--- src/rtl/rv_pkg.sv ---
// rv_pkg: RV32I opcodes, alu_op codes and the decoded bundle shared by
// the decode stage and its consumers.
package rv_pkg;

  localparam int XLEN = 32;

  localparam logic [3:0] ALU_ADD  = 4'b0000;
  localparam logic [3:0] ALU_SUB  = 4'b0001;
  localparam logic [3:0] ALU_SLT  = 4'b0010;
  localparam logic [3:0] ALU_SLTU = 4'b0011;
  localparam logic [3:0] ALU_SLL  = 4'b0100;
  localparam logic [3:0] ALU_XOR  = 4'b0101;
  localparam logic [3:0] ALU_SRL  = 4'b0110;
  localparam logic [3:0] ALU_SRA  = 4'b0111;
  localparam logic [3:0] ALU_OR   = 4'b1000;
  localparam logic [3:0] ALU_AND  = 4'b1001;
  localparam logic [3:0] ALU_NOP  = 4'b1010;
  localparam logic [3:0] ALU_BGE  = 4'b1011;

  localparam logic [6:0] OP_LUI    = 7'b0110111;
  localparam logic [6:0] OP_AUIPC  = 7'b0010111;
  localparam logic [6:0] OP_JAL    = 7'b1101111;
  localparam logic [6:0] OP_JALR   = 7'b1100111;
  localparam logic [6:0] OP_BRANCH = 7'b1100011;
  localparam logic [6:0] OP_LOAD   = 7'b0000011;
  localparam logic [6:0] OP_STORE  = 7'b0100011;
  localparam logic [6:0] OP_IMM    = 7'b0010011;
  localparam logic [6:0] OP_OP     = 7'b0110011;
  localparam logic [6:0] OP_FENCE  = 7'b0001111;
  localparam logic [6:0] OP_SYSTEM = 7'b1110011;

  typedef struct packed {
    logic [XLEN-1:0] pc;
    logic [3:0]      alu_op;
    logic            src_a_pc;
    logic            src_b_imm;
    logic [XLEN-1:0] imm;
    logic [4:0]      rs1;
    logic [4:0]      rs2;
    logic [4:0]      rd;
    logic            reg_write;
    logic            mem_read;
    logic            mem_write;
    logic            branch;
    logic            branch_inv;
    logic            jump;
    logic            jalr;
    logic            illegal;
  } dec_t;

  function automatic dec_t dec_rst();
    dec_t d;
    d = '0;
    d.alu_op = ALU_NOP;
    return d;
  endfunction

  localparam dec_t DEC_RST = dec_rst();

  // alt selects SUB/SRA over ADD/SRL
  function automatic logic [3:0] alu_of(
    logic [2:0] f3,
    logic       alt
  );
    logic [3:0] r;
    case (f3)
      3'b000:  r = alt ? ALU_SUB : ALU_ADD;
      3'b001:  r = ALU_SLL;
      3'b010:  r = ALU_SLT;
      3'b011:  r = ALU_SLTU;
      3'b100:  r = ALU_XOR;
      3'b101:  r = alt ? ALU_SRA : ALU_SRL;
      3'b110:  r = ALU_OR;
      default: r = ALU_AND;
    endcase
    return r;
  endfunction

endpackage

--- src/rtl/decode_stage_if.sv ---
// decode_stage_if: fetch-side and ALU-side valid/ready bundle of the
// decode stage; slave is the decoder, master is its environment.
interface decode_stage_if;
  import rv_pkg::*;

  logic            in_valid;
  logic            in_ready;
  logic [31:0]     in_instr;
  logic [XLEN-1:0] in_pc;
  logic            out_valid;
  logic            out_ready;
  logic [XLEN-1:0] out_pc;
  logic [3:0]      alu_op;
  logic            alu_src_a_pc;
  logic            alu_src_b_imm;
  logic [XLEN-1:0] imm;
  logic [4:0]      rs1_addr;
  logic [4:0]      rs2_addr;
  logic [4:0]      rd_addr;
  logic            reg_write;
  logic            mem_read;
  logic            mem_write;
  logic            branch;
  logic            branch_inv;
  logic            jump;
  logic            jalr;
  logic            illegal;

  modport slave (
    input  in_valid, in_instr, in_pc, out_ready,
    output in_ready, out_valid, out_pc, alu_op,
    output alu_src_a_pc, alu_src_b_imm, imm,
    output rs1_addr, rs2_addr, rd_addr,
    output reg_write, mem_read, mem_write,
    output branch, branch_inv, jump, jalr, illegal
  );

  modport master (
    output in_valid, in_instr, in_pc, out_ready,
    input  in_ready, out_valid, out_pc, alu_op,
    input  alu_src_a_pc, alu_src_b_imm, imm,
    input  rs1_addr, rs2_addr, rd_addr,
    input  reg_write, mem_read, mem_write,
    input  branch, branch_inv, jump, jalr, illegal
  );

endinterface

--- src/rtl/decode_skid_buf.sv ---
// decode_skid_buf: 2-entry valid/ready buffer; in_ready is registered
// so there is no combinational out_ready -> in_ready path.
module decode_skid_buf #(
  parameter int           W   = 8,
  parameter logic [W-1:0] RST = '0
) (
  input  logic         clk,
  input  logic         rst_n,
  input  logic         in_valid,
  output logic         in_ready,
  input  logic [W-1:0] in_data,
  output logic         out_valid,
  input  logic         out_ready,
  output logic [W-1:0] out_data
);

  logic         rdy_q;
  logic         skid_v;
  logic [W-1:0] skid_d;
  logic         main_free;
  logic         in_fire;
  logic         skid_v_nx;

  assign in_ready  = rdy_q;
  assign main_free = !out_valid || out_ready;
  assign in_fire   = in_valid && rdy_q;

  // rdy_q mirrors the skid slot being empty, one cycle ahead
  always_comb begin
    skid_v_nx = skid_v;
    if (main_free) skid_v_nx = 1'b0;
    else if (in_fire) skid_v_nx = 1'b1;
  end

  always_ff @(posedge clk) begin
    if (!rst_n) begin
      out_valid <= 1'b0;
      out_data  <= RST;
      skid_v    <= 1'b0;
      skid_d    <= RST;
      rdy_q     <= 1'b0;
    end else begin
      skid_v <= skid_v_nx;
      rdy_q  <= !skid_v_nx;
      if (main_free) begin
        if (skid_v) begin
          out_data  <= skid_d;
          out_valid <= 1'b1;
        end else if (in_fire) begin
          out_data  <= in_data;
          out_valid <= 1'b1;
        end else begin
          out_valid <= 1'b0;
        end
      end else if (in_fire) begin
        skid_d <= in_data;
      end
    end
  end

endmodule

--- src/rtl/decode_stage.sv ---
// decode_stage: registered RV32I decoder feeding the ALU stage.
// DECODE_SKID_EN selects a 2-entry skid buffer instead of one register.
module decode_stage
  import rv_pkg::*;
(
  input logic           clk,
  input logic           rst_n,
  decode_stage_if.slave bus
);

  logic [31:0]     ins;
  logic [6:0]      opc;
  logic [2:0]      f3;
  logic [6:0]      f7;
  logic            f7_zero;
  logic            f7_alt;
  logic            ill;
  logic [XLEN-1:0] imm_i;
  logic [XLEN-1:0] imm_s;
  logic [XLEN-1:0] imm_b;
  logic [XLEN-1:0] imm_u;
  dec_t            d;
  dec_t            q;

  assign ins     = bus.in_instr;
  assign opc     = ins[6:0];
  assign f3      = ins[14:12];
  assign f7      = ins[31:25];
  assign f7_zero = (f7 == 7'b0000000);
  assign f7_alt  = (f7 == 7'b0100000);
  assign imm_i   = {{20{ins[31]}}, ins[31:20]};
  assign imm_s   = {{20{ins[31]}}, ins[31:25], ins[11:7]};
  assign imm_b   = {{19{ins[31]}}, ins[31], ins[7],
                    ins[30:25], ins[11:8], 1'b0};
  assign imm_u   = {ins[31:12], 12'b0};

  always_comb begin
    d        = '0;
    d.pc     = bus.in_pc;
    d.alu_op = ALU_NOP;
    d.rs1    = ins[19:15];
    d.rs2    = ins[24:20];
    d.rd     = ins[11:7];
    ill      = 1'b0;
    unique case (1'b1)
      opc == OP_OP: begin
        d.alu_op    = alu_of(f3, f7[5]);
        d.reg_write = 1'b1;
        ill = !(f7_zero ||
                (f7_alt && (f3 == 3'b000 || f3 == 3'b101)));
      end
      opc == OP_IMM: begin
        d.alu_op    = alu_of(f3, f3 == 3'b101 && f7[5]);
        d.src_b_imm = 1'b1;
        d.reg_write = 1'b1;
        d.imm = (f3 == 3'b001 || f3 == 3'b101)
              ? {27'b0, ins[24:20]} : imm_i;
        ill = (f3 == 3'b001 && !f7_zero) ||
              (f3 == 3'b101 && !f7_zero && !f7_alt);
      end
      opc == OP_LUI: begin
        d.alu_op    = ALU_ADD;
        d.rs1       = 5'd0;
        d.src_b_imm = 1'b1;
        d.imm       = imm_u;
        d.reg_write = 1'b1;
      end
      opc == OP_AUIPC: begin
        d.alu_op    = ALU_ADD;
        d.src_a_pc  = 1'b1;
        d.src_b_imm = 1'b1;
        d.imm       = imm_u;
        d.reg_write = 1'b1;
      end
      opc == OP_LOAD: begin
        d.alu_op    = ALU_ADD;
        d.src_b_imm = 1'b1;
        d.imm       = imm_i;
        d.mem_read  = 1'b1;
        d.reg_write = 1'b1;
        ill = (f3 == 3'b011) || (f3[2:1] == 2'b11);
      end
      opc == OP_STORE: begin
        d.alu_op    = ALU_ADD;
        d.src_b_imm = 1'b1;
        d.imm       = imm_s;
        d.mem_write = 1'b1;
        d.rd        = 5'd0;
        ill = f3[2] || (f3 == 3'b011);
      end
      // ALU computes the link value pc+4; the target adder is separate
      opc == OP_JAL || opc == OP_JALR: begin
        d.alu_op    = ALU_ADD;
        d.src_a_pc  = 1'b1;
        d.src_b_imm = 1'b1;
        d.imm       = 32'd4;
        d.jump      = 1'b1;
        d.jalr      = (opc == OP_JALR);
        d.reg_write = 1'b1;
        ill = (opc == OP_JALR) && (f3 != 3'b000);
      end
      opc == OP_BRANCH: begin
        d.branch = 1'b1;
        d.imm    = imm_b;
        case (f3)
          3'b000: d.alu_op = ALU_SUB;
          3'b001: begin
            d.alu_op     = ALU_SUB;
            d.branch_inv = 1'b1;
          end
          3'b100: begin
            d.alu_op     = ALU_SLT;
            d.branch_inv = 1'b1;
          end
          3'b101: begin
            d.alu_op     = ALU_BGE;
            d.branch_inv = 1'b1;
          end
          3'b110: begin
            d.alu_op     = ALU_SLTU;
            d.branch_inv = 1'b1;
          end
          3'b111: d.alu_op = ALU_SLTU;
          default: ill = 1'b1;
        endcase
      end
      opc == OP_FENCE: begin
        d.alu_op = ALU_NOP;
      end
      default: ill = 1'b1;
    endcase
    if (ill) begin
      d.alu_op     = ALU_NOP;
      d.src_a_pc   = 1'b0;
      d.src_b_imm  = 1'b0;
      d.imm        = '0;
      d.reg_write  = 1'b0;
      d.mem_read   = 1'b0;
      d.mem_write  = 1'b0;
      d.branch     = 1'b0;
      d.branch_inv = 1'b0;
      d.jump       = 1'b0;
      d.jalr       = 1'b0;
    end
    d.illegal = ill;
    if (d.rd == 5'd0) d.reg_write = 1'b0;
  end

`ifdef DECODE_SKID_EN
  decode_skid_buf #(
    .W   ($bits(dec_t)),
    .RST (DEC_RST)
  ) u_skid (
    .clk       (clk),
    .rst_n     (rst_n),
    .in_valid  (bus.in_valid),
    .in_ready  (bus.in_ready),
    .in_data   (d),
    .out_valid (bus.out_valid),
    .out_ready (bus.out_ready),
    .out_data  (q)
  );
`else
  logic v_q;
  dec_t q_r;

  assign bus.in_ready  = rst_n && (!v_q || bus.out_ready);
  assign bus.out_valid = v_q;
  assign q             = q_r;

  always_ff @(posedge clk) begin
    if (!rst_n) begin
      v_q <= 1'b0;
      q_r <= DEC_RST;
    end else if (bus.in_valid && bus.in_ready) begin
      v_q <= 1'b1;
      q_r <= d;
    end else if (bus.out_ready) begin
      v_q <= 1'b0;
    end
  end
`endif

  assign bus.out_pc        = q.pc;
  assign bus.alu_op        = q.alu_op;
  assign bus.alu_src_a_pc  = q.src_a_pc;
  assign bus.alu_src_b_imm = q.src_b_imm;
  assign bus.imm           = q.imm;
  assign bus.rs1_addr      = q.rs1;
  assign bus.rs2_addr      = q.rs2;
  assign bus.rd_addr       = q.rd;
  assign bus.reg_write     = q.reg_write;
  assign bus.mem_read      = q.mem_read;
  assign bus.mem_write     = q.mem_write;
  assign bus.branch        = q.branch;
  assign bus.branch_inv    = q.branch_inv;
  assign bus.jump          = q.jump;
  assign bus.jalr          = q.jalr;
  assign bus.illegal       = q.illegal;

endmodule

--- src/flat_wrapper.sv ---
// flat-port wrapper written by rule: the top's interface ports become plain ports
module decode_stage_flat import rv_pkg::*;
  (clk, rst_n, bus_in_valid, bus_in_instr, bus_in_pc, bus_out_ready, bus_in_ready, bus_out_valid, bus_out_pc, bus_alu_op, bus_alu_src_a_pc, bus_alu_src_b_imm, bus_imm, bus_rs1_addr, bus_rs2_addr, bus_rd_addr, bus_reg_write, bus_mem_read, bus_mem_write, bus_branch, bus_branch_inv, bus_jump, bus_jalr, bus_illegal);
  decode_stage_if bus_i ();
  input logic clk;
  input logic rst_n;
  input wire logic [$bits(bus_i.in_valid)-1:0] bus_in_valid;
  input wire logic [$bits(bus_i.in_instr)-1:0] bus_in_instr;
  input wire logic [$bits(bus_i.in_pc)-1:0] bus_in_pc;
  input wire logic [$bits(bus_i.out_ready)-1:0] bus_out_ready;
  output wire logic [$bits(bus_i.in_ready)-1:0] bus_in_ready;
  output wire logic [$bits(bus_i.out_valid)-1:0] bus_out_valid;
  output wire logic [$bits(bus_i.out_pc)-1:0] bus_out_pc;
  output wire logic [$bits(bus_i.alu_op)-1:0] bus_alu_op;
  output wire logic [$bits(bus_i.alu_src_a_pc)-1:0] bus_alu_src_a_pc;
  output wire logic [$bits(bus_i.alu_src_b_imm)-1:0] bus_alu_src_b_imm;
  output wire logic [$bits(bus_i.imm)-1:0] bus_imm;
  output wire logic [$bits(bus_i.rs1_addr)-1:0] bus_rs1_addr;
  output wire logic [$bits(bus_i.rs2_addr)-1:0] bus_rs2_addr;
  output wire logic [$bits(bus_i.rd_addr)-1:0] bus_rd_addr;
  output wire logic [$bits(bus_i.reg_write)-1:0] bus_reg_write;
  output wire logic [$bits(bus_i.mem_read)-1:0] bus_mem_read;
  output wire logic [$bits(bus_i.mem_write)-1:0] bus_mem_write;
  output wire logic [$bits(bus_i.branch)-1:0] bus_branch;
  output wire logic [$bits(bus_i.branch_inv)-1:0] bus_branch_inv;
  output wire logic [$bits(bus_i.jump)-1:0] bus_jump;
  output wire logic [$bits(bus_i.jalr)-1:0] bus_jalr;
  output wire logic [$bits(bus_i.illegal)-1:0] bus_illegal;
  assign bus_i.in_valid = bus_in_valid;
  assign bus_i.in_instr = bus_in_instr;
  assign bus_i.in_pc = bus_in_pc;
  assign bus_i.out_ready = bus_out_ready;
  assign bus_in_ready = bus_i.in_ready;
  assign bus_out_valid = bus_i.out_valid;
  assign bus_out_pc = bus_i.out_pc;
  assign bus_alu_op = bus_i.alu_op;
  assign bus_alu_src_a_pc = bus_i.alu_src_a_pc;
  assign bus_alu_src_b_imm = bus_i.alu_src_b_imm;
  assign bus_imm = bus_i.imm;
  assign bus_rs1_addr = bus_i.rs1_addr;
  assign bus_rs2_addr = bus_i.rs2_addr;
  assign bus_rd_addr = bus_i.rd_addr;
  assign bus_reg_write = bus_i.reg_write;
  assign bus_mem_read = bus_i.mem_read;
  assign bus_mem_write = bus_i.mem_write;
  assign bus_branch = bus_i.branch;
  assign bus_branch_inv = bus_i.branch_inv;
  assign bus_jump = bus_i.jump;
  assign bus_jalr = bus_i.jalr;
  assign bus_illegal = bus_i.illegal;
  decode_stage u_core (.clk(clk), .rst_n(rst_n), .bus(bus_i));
endmodule
--- config.mk ---
export PLATFORM = sky130hd
export DESIGN_NAME = decode_stage_flat
export DESIGN_NICKNAME = d
export VERILOG_FILES = /design/src/rtl/rv_pkg.sv /design/src/rtl/decode_stage_if.sv /design/src/rtl/decode_skid_buf.sv /design/src/rtl/decode_stage.sv /design/src/flat_wrapper.sv
export SDC_FILE = /design/constraint.sdc
export NUM_CORES = 1
export LEC_CHECK = 0
export CORE_AREA = 2 2 80 82
export CTS_BUF_LIST = sky130_fd_sc_hd__clkbuf_4 sky130_fd_sc_hd__clkbuf_8
export DETAILED_ROUTE_END_ITERATION = 6
export DIE_AREA = 0 0 82 84
export DONT_BUFFER_PORTS = 1
export PLACE_DENSITY = 0.79
export REMOVE_ABC_BUFFERS = 1
export SYNTH_ARGS = -nofsm -noshare
export SYNTH_HDL_FRONTEND = slang
export SYNTH_SLANG_ARGS = --single-unit
--- constraint.sdc ---
create_clock -name clk -period 2.75 [get_ports clk]
set_input_delay 0.55 -clock clk [delete_from_list [all_inputs] [get_ports clk]]
set_output_delay 0.55 -clock clk [all_outputs]
set_load 0.02 [all_outputs]
* Word-level counts from Yosys, hierarchy flattened
Cells that the tools add are included.
** Storage, ports and cells
- Register bits after elaboration :: 94
- Input bits :: 68
- Output and inout bits :: 95
- Word-level logic and storage cells :: 98
** Cells by class
- Eq/ne operators :: 19
- Multiplexer cells :: 27
- Reduce and logical (&&, ||, !) cells :: 35
** Operators by type and width (count)
- $pmux W32 S6 :: 1
- $pmux W4 S7 :: 2
- $mux W38 :: 1
- $mux W32 :: 1
- $pmux W4 S4 :: 2
- $eq A7 B6 Y1 const B :: 4
- $eq A7 B7 Y1 const B :: 3
- $reduce_or A6 Y1 :: 3
- $eq A7 B5 Y1 const B :: 2
- $mux W1 :: 14
- $eq A3 B3 Y1 const B :: 4
- $mux W5 :: 2
- $logic_and A1 B1 Y1 :: 8
- $logic_or A1 B1 Y1 :: 8
- $reduce_or A2 Y1 :: 4
- $eq A7 B2 Y1 const B :: 1
- $eq A7 B4 Y1 const B :: 1
- $logic_not A7 Y1 :: 1
- $mux W7 :: 1
- $pmux W1 S7 :: 1
- $eq A3 B2 Y1 const B :: 2
- $logic_not A5 Y1 :: 1
- $reduce_or A5 Y1 :: 1
- $logic_not A1 Y1 :: 4
- 8 further kinds :: 9

* Depth between registers and ports, before layout
- Word-level depth :: 8
- Gate-level depth with buffers :: 8
- Gate-level depth less buffers :: 6

* Worst setup path after synthesis
Ideal clock, no wire load.
- Path kind :: input to register
- From :: input port bus_in_instr[3]
- To :: register u_core.q_r, in the netlist u_core.bus.imm[10]
- Arrival :: 1909 ps
- Slack :: 723 ps
- Cell stages on the path :: 7
- Path through :: nand3b_4 -> nor3_2 -> nand2b_2 -> o311a_4 -> and2_4 -> buf_6 -> a32o_1
** On the way
- Word-level cells in the longest chain between the ends :: 4
** RTL lines
- start, declared :: line flat_wrapper.sv:8 : input wire logic [$bits(bus_i.in_instr)-1:0] bus_in_instr;
- $eq A7 B4 Y1 (tied with other cells) :: line decode_stage.sv:127 : opc == OP_FENCE: begin
- $reduce_or A3 Y1 (no line) (tied with other cells)
- $pmux W1 S7 or $pmux W32 S6 (tied branches) :: line decode_stage.sv:45 : unique case (1'b1)
- $mux W38 (*) :: line decode_stage.sv:132 : if (ill) begin
- end signal, assigned :: line decode_stage.sv:174 : q_r <= DEC_RST;
- end signal, assigned :: line decode_stage.sv:177 : q_r <= d;
- end, declared :: line decode_stage.sv:165 : dec_t q_r;
Mark *: on every way between the ends. The rest lies on a longest branch, timed or not.
A chain may end at the register's enable or synchronous reset.

* Final worst setup path
- From :: register u_core.v_q, in the netlist u_core.bus.out_valid
- To :: register u_core.q_r, in the netlist u_core.bus.imm[18]
** On the way
- Word-level cells in the longest chain between the ends :: 4
** RTL lines
- start, declared :: line decode_stage.sv:164 : logic v_q;
- start signal, assigned :: line decode_stage.sv:173 : v_q <= 1'b0;
- start signal, assigned :: line decode_stage.sv:176 : v_q <= 1'b1;
- start signal, assigned :: line decode_stage.sv:179 : v_q <= 1'b0;
- $logic_not A1 Y1 :: line decode_stage.sv:167 : assign bus.in_ready = rst_n && (!v_q || bus.out_ready);
- $logic_or A1 B1 Y1 :: line decode_stage.sv:167
- $logic_and A1 B1 Y1 :: line decode_stage.sv:167
- $logic_and A1 B1 Y1 :: line decode_stage.sv:175 : end else if (bus.in_valid && bus.in_ready) begin
Every way passes these cells.

==> metrics.md <==
| Metric | Value |
|---|---|
| Status | `finished clean` |
| Post-Syn Area | `0.00382 mm²` |
| Distinct cell type count after synthesis | `52` |
| Crit path largest cell delay | `400 ps` |
| Final setup fails | `0` |
| Hold EP | `u_core.bus.rs2_addr[1]` |
| P_sw | `0.717 mW` |
| Fin cells | `516` |
| Clock transition at path regs | `110 ps` |
| CP Buf/Inv Count | `0` |
| Worst r2r dst | `u_core.bus.imm[18]` |
| Combinational fraction of design power | `0.056` |
| Core Rows | `29` |
| CTS Sinks | `94` |
| Worst path required time | `3020 ps` |
| Worst-Margin Slew | `950 ps` |
| Tot GR Track Use | `0.261` |
| Worst-Skew Late Latency | `360 ps` |
| Pins Over Slew Limit | `0` |
| Initial core utilization | `0.626` |
| Finished Core Util | `0.652` |
| Clock Tree Root | `clkbuf_8` |
| DP Area | `0.00377 mm²` |
| Hold Crit Class | `primary input to flip-flop` |
| RSZ-0062 raised after global routing | `no` |
| CTS max path bufs | `2` |
| Core ar. | `0.00610 mm²` |
| Max-Cap Viols | `0` |
| Reg2reg setup slack | `550 ps` |
| GP Congestion | `0.874` |
| CTS tree | `yes` |
| CP Data Arrival Time | `2470 ps` |
| Diode count | `0` |
| Sequential power share | `0.596` |
| Die Ht | `84 µm` |
| Post-DR vias/cell | `6.14` |
| Commonest cells after routing, fill and taps aside | `nand2_1, dfxtp_1, nand3_1` |
| Final min period | `2200 ps` |
| Largest net degree at the start of global routing | `54` |
| Synthesized flop and latch total | `94` |
| Total routed wirelength | `9100 µm` |
| Launching point of the worst reg2reg path | `u_core.bus.out_valid` |
| Critical Path Start | `u_core.bus.out_valid` |
| Area grow syn2layout | `4.10%` |
| Routed WL per cell | `17.6 µm` |
| Vias in the first global route | `2990` |
| CP endpoint kind | `flip-flop` |
| Filler cells | `531` |
| Final instance area | `0.00397 mm²` |
| Pre-CTS WS | `376 ps` |
| CTS buffer count | `9` |
| Sw Share | `0.282` |
| DRT Pass-1 Iters | `4` |
| Synth warn | `0` |
| CTS Hold Bufs | `0` |
| Syn Area/Cell | `8.41 µm²` |
| Antenna violations before repair | `0` |
| Hold_ws | `279 ps` |
| P_leak | `1.55 nW` |
| Layout cells sized above 1 | `0.0797` |
| 1st-iter DRT viols | `160` |
| Syn Inst Count | `454` |
| Top Family by Delay on Critical Path | `simple AND/OR/NAND/NOR gates` |
| Die Wd | `82 µm` |
| Slowest stage cell, crit path | `dfxtp_1` |
| Worst hold path stage count | `2` |
| Slew HR | `0.367` |
| Most common cell after layout, fill and taps aside | `nand2_1` |
| Cells after DPL | `500` |
| I/O Buffers | `0` |
| ANT nets after route | `0` |
| Vias | `3167` |
| PostCTS Resize Cnt | `0` |
| First-pass GRT wire length | `14100 µm` |
| Clock share of power | `0.348` |
| Post-CTS Setup Bufs | `0` |
| Max VDD drop | `447 µV` |
| Part of the Yosys area used for sequential elements | `0.493` |
| Tcrit/Tclk final | `0.800` |
| CP Cell Sequence | `nand2b_1, nand3_1, nor4_2, o311a_4, nand2_1, o21ai_0` |
| Setup Crit Path Kind | `flip-flop to flip-flop` |
| P per Cell Area | `640 mW/mm²` |
| Fin nets | `502` |
| CP Launch Type | `flip-flop` |
| Final hold viol count | `0` |
| # IOs | `163` |
| Setup TNS | `0 ps` |
| Fmax | `0.455 GHz` |
| Total Power | `2.54 mW` |
| Post-DP HPWL | `6390 µm` |
| Hold Startpoint | `bus_in_instr[21]` |
| R2r worst-path depth | `6` |
| H-tree levels | `3` |
| P_int | `1.83 mW` |
| Setup ws final | `550 ps` |
| Global route total overflow | `0` |
| Skew final | `13.8 ps` |
| Crit Path Max Fanout | `22` |
| DRC Markers | `0` |
| Die outline area | `0.00689 mm²` |
power groups by stage:
stage / combinational [mW] / clock (mW) / sequential, mW
final: 0.142 / 0.885 / 1.52
after global placement: 0.138 / 0 / 1.55
after floorplan: 0.112 / 0 / 1.54
after CTS: 0.143 / 0.896 / 1.52
after global routing: 0.161 / 0.950 / 1.52
after detailed placement: 0.144 / 0 / 1.55
how the worst max path moves through the flow:
stage                                 endpoint  slack, ps  depth (start not counted)
final                       u_core.bus.imm[18]        550                          6
after global routing        u_core.bus.imm[18]        270                          6
after CTS                   u_core.bus.imm[18]        520                          6
after detailed placement    u_core.bus.imm[18]        380                          6
after global placement      u_core.bus.imm[15]        440                          6
after floorplan           u_core.bus.alu_op[0]        -80                          4
cells in the mapped netlist (all sizes together):
library cell,instances,area share
a21boi,2,0.0039
a21o,2,0.0043
a21oi,29,0.038
a22o,13,0.030
a22oi,5,0.0098
a311oi,1,0.0023
a31oi,1,0.0016
a32o,8,0.021
a32oi,2,0.0046
and2,6,0.011
and3,2,0.0033
buf,16,0.027
clkbuf,18,0.018
dfxtp,94,0.49
inv,3,0.0030
nand2,122,0.12
nand2b,7,0.012
nand3,40,0.052
nand3b,2,0.0072
nand4,3,0.0049
nand4b,1,0.0023
nor2,8,0.0079
nor2b,1,0.0016
nor3,5,0.011
nor4,5,0.014
nor4b,1,0.0062
o211ai,1,0.0020
o21ai,41,0.054
o22ai,1,0.0016
o2bb2ai,2,0.0046
o311a,1,0.0056
o311ai,1,0.0023
o31ai,2,0.0039
o41ai,1,0.0023
or2,1,0.0016
or2b,1,0.0020
or3,1,0.0016
or3b,2,0.0046
or4,1,0.0020
xor2,1,0.0023
area by class of cell:
type                    instances  area (µm²)  share of cell area
multi-input cells             323        1760               0.443
clock inverters                 7        77.6              0.0195
clock buffers                   9         124              0.0312
repair buffers                  3        22.5             0.00567
flip-flops and latches         94        1880               0.474
well taps                      77        96.3              0.0243
inverters                       3        11.3             0.00283
flip-flops by register name, indices dropped and copies added (netlist names):
signal                    count
u_core.bus.jump               1
u_core.bus.alu_src_b_imm      1
u_core.bus.rs2_addr           5
u_core.bus.reg_write          1
u_core.bus.mem_read           1
u_core.bus.alu_src_a_pc       1
u_core.bus.branch_inv         1
u_core.bus.rd_addr            5
u_core.bus.mem_write          1
u_core.bus.out_valid          1
u_core.bus.illegal            1
u_core.bus.rs1_addr           5
u_core.bus.jalr               1
u_core.bus.imm               32
u_core.bus.alu_op             4
u_core.bus.branch             1
u_core.bus.out_pc            32
metal layers:
| layer | up-vias | part of all wire | track usage |
|---|---|---|---|
| met5 | - | 0 | 0 |
| met4 | 0 | 0.020 | 0.114 |
| met2 | 162 | 0.46 | 0.412 |
| met3 | 18 | 0.11 | 0.0898 |
| met1 | 1442 | 0.40 | 0.317 |
| li1 | 1545 | - | - |
kinds of logic (layout without fill, tap and decap cells):
family,after synthesis,in the layout,synth area share
AND/OR/NAND/NOR,209,209,0.266
AO/OA/AOI/OAI,113,113,0.191
flip-flops,94,94,0.493
buffers and inverters,37,22,0.0475
XOR/XNOR,1,1,0.00230
Power figures use the tool's default switching activity.
